## src/rtl/rr_arbiter_8_pkg.sv

```systemverilog
// Shared constants, state encoding and grant decode for the 8-way round-robin arbiter.
package rr_arbiter_8_pkg;

    localparam int N_REQ = 8;
    localparam int IDX_W = 3;

    typedef enum logic {
        ST_IDLE  = 1'b0,
        ST_GRANT = 1'b1
    } state_t;

    function automatic logic [N_REQ-1:0] decode3x8(input logic [IDX_W-1:0] idx);
        logic [N_REQ-1:0] onehot;
        onehot      = '0;
        onehot[idx] = 1'b1;
        return onehot;
    endfunction

endpackage

```

## src/rtl/rr_arbiter_8_if.sv

```systemverilog
// Request/grant bundle between the requesters (master) and the arbiter (slave).
interface rr_arbiter_8_if;
    import rr_arbiter_8_pkg::*;

    logic             en;
    logic [N_REQ-1:0] req;
    logic [N_REQ-1:0] gnt;
    logic [IDX_W-1:0] gnt_idx;
    logic             gnt_valid;

    modport master (output en, req, input gnt, gnt_idx, gnt_valid);
    modport slave  (input en, req, output gnt, gnt_idx, gnt_valid);

endinterface

```

## src/rtl/rr_priority_pick.sv

```systemverilog
// Combinational rotate-and-find-first: first set request at or after ptr, wrapping mod 8.
module rr_priority_pick
    import rr_arbiter_8_pkg::*;
(
    input  logic [N_REQ-1:0] req_i,
    input  logic [IDX_W-1:0] ptr_i,
    output logic [IDX_W-1:0] win_idx_o,
    output logic             win_valid_o
);

    logic [IDX_W-1:0] cand;

    // Scanning from the far end down lets the nearest-to-ptr hit overwrite later ones.
    always_comb begin
        win_idx_o   = ptr_i;
        win_valid_o = 1'b0;
        cand        = ptr_i;
        for (int k = N_REQ - 1; k >= 0; k--) begin
            cand = ptr_i + IDX_W'(k);
            if (req_i[cand]) begin
                win_idx_o   = cand;
                win_valid_o = 1'b1;
            end
        end
    end

endmodule

```

## src/rtl/rr_arbiter_8.sv

```systemverilog
// 8-requester round-robin arbiter with bounded hold time and registered one-hot grant.
module rr_arbiter_8
    import rr_arbiter_8_pkg::*;
#(
    parameter int MAX_HOLD = 4,
    parameter int HOLD_W   = 4
) (
    input  logic            clk,
    input  logic            rst,
    rr_arbiter_8_if.slave   bus
);

    state_t            state_q, state_d;
    logic [IDX_W-1:0]  ptr_q, ptr_d;
    logic [IDX_W-1:0]  idx_q, idx_d;
    logic              valid_q, valid_d;
    logic [HOLD_W-1:0] hold_q, hold_d;

    logic [IDX_W-1:0]  pick_ptr;
    logic [IDX_W-1:0]  win_idx;
    logic              win_valid;
    logic              release_now;

    // On release the search starts just past the grantee, so the grantee is considered last.
    assign pick_ptr    = (state_q == ST_GRANT) ? idx_q + IDX_W'(1) : ptr_q;
    assign release_now = (state_q == ST_GRANT) &&
                         (!bus.en || !bus.req[idx_q] || hold_q == HOLD_W'(MAX_HOLD));

    rr_priority_pick u_pick (
        .req_i       (bus.req),
        .ptr_i       (pick_ptr),
        .win_idx_o   (win_idx),
        .win_valid_o (win_valid)
    );

    always_ff @(posedge clk) begin
        if (rst) begin
            state_q <= ST_IDLE;
            ptr_q   <= '0;
            idx_q   <= '0;
            valid_q <= 1'b0;
            hold_q  <= '0;
        end else begin
            state_q <= state_d;
            ptr_q   <= ptr_d;
            idx_q   <= idx_d;
            valid_q <= valid_d;
            hold_q  <= hold_d;
        end
    end

    always_comb begin
        state_d = state_q;
        ptr_d   = ptr_q;
        idx_d   = idx_q;
        valid_d = valid_q;
        hold_d  = hold_q;
        case (state_q)
            ST_IDLE: begin
                valid_d = 1'b0;
                if (bus.en && win_valid) begin
                    idx_d   = win_idx;
                    valid_d = 1'b1;
                    hold_d  = HOLD_W'(1);
                    state_d = ST_GRANT;
                end
            end
            ST_GRANT: begin
                if (release_now) begin
                    ptr_d = idx_q + IDX_W'(1);
                    // Handoff without a bubble; losing en always drops to idle.
                    if (bus.en && win_valid) begin
                        idx_d  = win_idx;
                        hold_d = HOLD_W'(1);
                    end else begin
                        valid_d = 1'b0;
                        hold_d  = '0;
                        state_d = ST_IDLE;
                    end
                end else begin
                    hold_d = hold_q + HOLD_W'(1);
                end
            end
            default: state_d = ST_IDLE;
        endcase
    end

    assign bus.gnt       = decode3x8(idx_q) & {N_REQ{valid_q}};
    assign bus.gnt_idx   = idx_q;
    assign bus.gnt_valid = valid_q;

endmodule

```

## src/flat_wrapper.sv

```systemverilog
// flat-port wrapper written by rule: the top's interface ports become plain ports
module rr_arbiter_8_flat import rr_arbiter_8_pkg::*;
#(
    parameter int MAX_HOLD = 4,
    parameter int HOLD_W   = 4
)
  (clk, rst, bus_en, bus_req, bus_gnt, bus_gnt_idx, bus_gnt_valid);
  rr_arbiter_8_if bus_i ();
  input  logic clk;
  input  logic rst;
  input wire logic [$bits(bus_i.en)-1:0] bus_en;
  input wire logic [$bits(bus_i.req)-1:0] bus_req;
  output wire logic [$bits(bus_i.gnt)-1:0] bus_gnt;
  output wire logic [$bits(bus_i.gnt_idx)-1:0] bus_gnt_idx;
  output wire logic [$bits(bus_i.gnt_valid)-1:0] bus_gnt_valid;
  assign bus_i.en = bus_en;
  assign bus_i.req = bus_req;
  assign bus_gnt = bus_i.gnt;
  assign bus_gnt_idx = bus_i.gnt_idx;
  assign bus_gnt_valid = bus_i.gnt_valid;
  rr_arbiter_8 #(.MAX_HOLD(MAX_HOLD), .HOLD_W(HOLD_W)) u_core (.clk(clk), .rst(rst), .bus(bus_i));
endmodule
```

## config.mk

```make
export PLATFORM = sky130hd
export DESIGN_NAME = rr_arbiter_8_flat
export DESIGN_NICKNAME = d
export VERILOG_FILES = /design/src/rtl/rr_arbiter_8_pkg.sv /design/src/rtl/rr_arbiter_8_if.sv /design/src/rtl/rr_priority_pick.sv /design/src/rtl/rr_arbiter_8.sv /design/src/flat_wrapper.sv
export SDC_FILE = /design/constraint.sdc
export NUM_CORES = 1
export LEC_CHECK = 0
export BUFFER_PORTS_ARGS = -buffer_cell sky130_fd_sc_hd__buf_2
export CAP_MARGIN = 15
export CORE_ASPECT_RATIO = 1.5
export CORE_MARGIN = 1.5
export CORE_UTILIZATION = 53
export DETAILED_ROUTE_END_ITERATION = 6
export HOLD_SLACK_MARGIN = 0.05
export PLACE_DENSITY = 0.83
export SLEW_MARGIN = 20
export SYNTH_ARGS = -nofsm -noshare
export SYNTH_HDL_FRONTEND = slang
export SYNTH_HIERARCHICAL = 1
export SYNTH_SLANG_ARGS = --single-unit
```

## constraint.sdc

```tcl
create_clock -name clk -period 3.18 [get_ports clk]
set_clock_uncertainty 0.05 [all_clocks]
set_input_delay 0.159 -clock clk [delete_from_list [all_inputs] [get_ports clk]]
set_output_delay 0.159 -clock clk [all_outputs]
set_load 0.01 [all_outputs]
```

==> results.cfg <==
[status]
status = complete, no violations

[power]
max-vdd-ir-drop_v = 0.000381
p_leak_uw = 0.000825
power.density_nw_per_um2 = 715
total_power_uw = 1420

[finish]
fin_nets = 240
syn_to_final_growth_pct = 12.8
regArea_sq_um = 240
nFillCells = 263
fin_util = 0.629
mostFrequentLayoutCells = buf_2 (22), nor2_1 (21), mux2i_1 (19), nand2_1 (19)
antenna_cells = 0
drive_gt1_frac = 0.283
final_common_cell = buf_2
multi_input_area_sq_um = 1410
design_area_sq_um = 1990

[routing]
wl_mm = 4.26
avgRoutedWirePerCell_um = 16.2
avgViaCountPerCell = 6.16
drc = 0
via_count = 1620
ant_nets = 0
drtIter0Drc = 63
first_pass_iters = 4

[timing]
final_hold_viol_count = 0
layout_min_cycle_time_ps = 3030
whs_ps = 238
fin_crit_sh = 0.952
setup_violations = 0
max_freq_mhz = 330
relSlewSlack = 0.695
setup_tns_ps = 0
drv_slew = 0
worst_pin_slew_ps = 458

[worst_setup_path]
crit_arrival_ps = 3110
crit_family = multiplexers
critPathSlowestCell = mux4_2
path_buf_inv = 1
endpoint_kind = register
critPathLaunchType = register
crit_path_max_fanout = 9
cp.required_ps = 3260
path_cells = ha_1 > mux2_2 > inv_1 > ha_1 > mux4_2 > mux2i_1 > nand2_1 > nor2_1 > nand4_1 > nand2_1 > a31oi_4 > o21ba_2
crit_type = register to register
cpPeakStageDelay_ps = 390

[floorplanning]
initial_utilization = 0.558
pin_count = 23
row_count = 25
core_area_sq_um = 3160
dieArea_sq_um = 3690
fp.dieW_um = 50.1
die_h_um = 73.6

[synthesis]
syn_area_sq_um = 1760
synth_edf_count = 0
yosysSeqAreaShare = 0.136
synth-seq-cells = 12
ys.flop_type = dfxtp_1
ys_async_sr_fraction = 0
ys_types = 51
avgSynthCellArea_sq_um = 8.90
yosys_warnings = 6
netlist_instances = 198
syn_nets = 214

[cts]
clk_pin_slew_ps = 50
root_buffer = clkbuf_8
htree_levels = 1
hold_buffers = 0
clock_sinks = 12
cts_setup_buffers = 0
clkLatencyLatePin_ps = 240
numCtsBuffers = 3
clockBufferDepth = 2
tritoncts = yes

[grt]
grt_pass1_vias = 1582
grt_pass1_wl_mm = 7.17
grt_usage = 0.245
grt_overflow_total = 0
antenna_found_initial = 0
grt_max_degree = 21

[place]
gp_congestion = 0.909
hpwl_mm = 3.34
place_area_sq_um = 1930
io_buffers = 22

[job]
cap_violations = 0

[min_path]
hold_class = primary input to register
[cell type report]
type	instances	share of cell area
clock buffer	4	0.0277
tap	40	0.0252
sequential	12	0.121
timing repair buffer	32	0.0931
inverter	13	0.0245
multi-input combinational	162	0.709
[layer usage]
layer  part of all wire  routed length (um)  GRT usage  vias to the layer above
met5                  0                   0          0                        -
met4              0.024                 104      0.114                        0
met3              0.036                 155    0.00407                       12
met2               0.54                2310      0.449                       47
met1               0.40                1690      0.293                      766
li1                   -                   -          -                      795
[where the power goes]
part	switching [uW]	internal, uW	total, uW
clock	54.9	109	164
combinational	597	465	1060
sequential	21.4	174	195
total	673	748	1420
[worst paths after layout]
kind	end	startpoint	cells after the start	slack [ps]
hold / removal	u_core/hold_q[1]	bus_en	4	240
setup / recovery	u_core/hold_q[0]	u_core/bus.gnt_idx[0]	12	150
setup reg to reg	u_core/hold_q[0]	u_core/bus.gnt_idx[0]	12	150
hold reg to reg	u_core/ptr_q[1]	u_core/ptr_q[1]	2	450
[sequential cells by signal, indices dropped and copies added, names as in the netlist]
register / cells
u_core/hold_q: 4
u_core/bus.gnt_idx: 3
u_core/state_q: 1
u_core/bus.gnt_valid: 1
u_core/ptr_q: 3
[timing repair]
item	4_1_cts	5_1_grt
gates resized for setup	0	2
endpoints found under the setup margin	0	3
hold endpoints to repair	0	0
[cell families (layout without fill, tap and decap cells)]
group / count (synthesis) / after routing / synth area share
AOI/OAI and AO/OA: 35 / 35 / 0.184
xor gates and xnor gates: 5 / 5 / 0.0248
adders and majority gates: 5 / 5 / 0.0355
buffers and inverters: 24 / 49 / 0.0688
DFF: 12 / 12 / 0.136
muxes: 39 / 39 / 0.322
and+or+nand+nor: 78 / 78 / 0.229
[metrics by stage]
stage               setup WS, ps  std cells
floorplan                   10.1        198
global placement             230        259
detailed placement           199        259
CTS                          181        263
global route               -4.33        263
finish                       153        263
[cell usage after synthesis, drive strengths merged, types with 6 or more instances]
cell type / n / area share
nand2: 19 / 0.040
a21oi: 6 / 0.017
nand4: 6 / 0.021
mux2i: 20 / 0.11
nand2b: 11 / 0.043
buf: 8 / 0.035
nor2: 21 / 0.045
a31oi: 6 / 0.038
inv: 13 / 0.028
dfxtp: 12 / 0.14
mux2: 7 / 0.047
mux4: 12 / 0.16
[worst min-delay path: cells and delay by family]
family,cells,cell delay (ps)
buf+inv,1,120
compound gates,2,130
simple gates,1,60
Power figures use the tool's default switching activity.
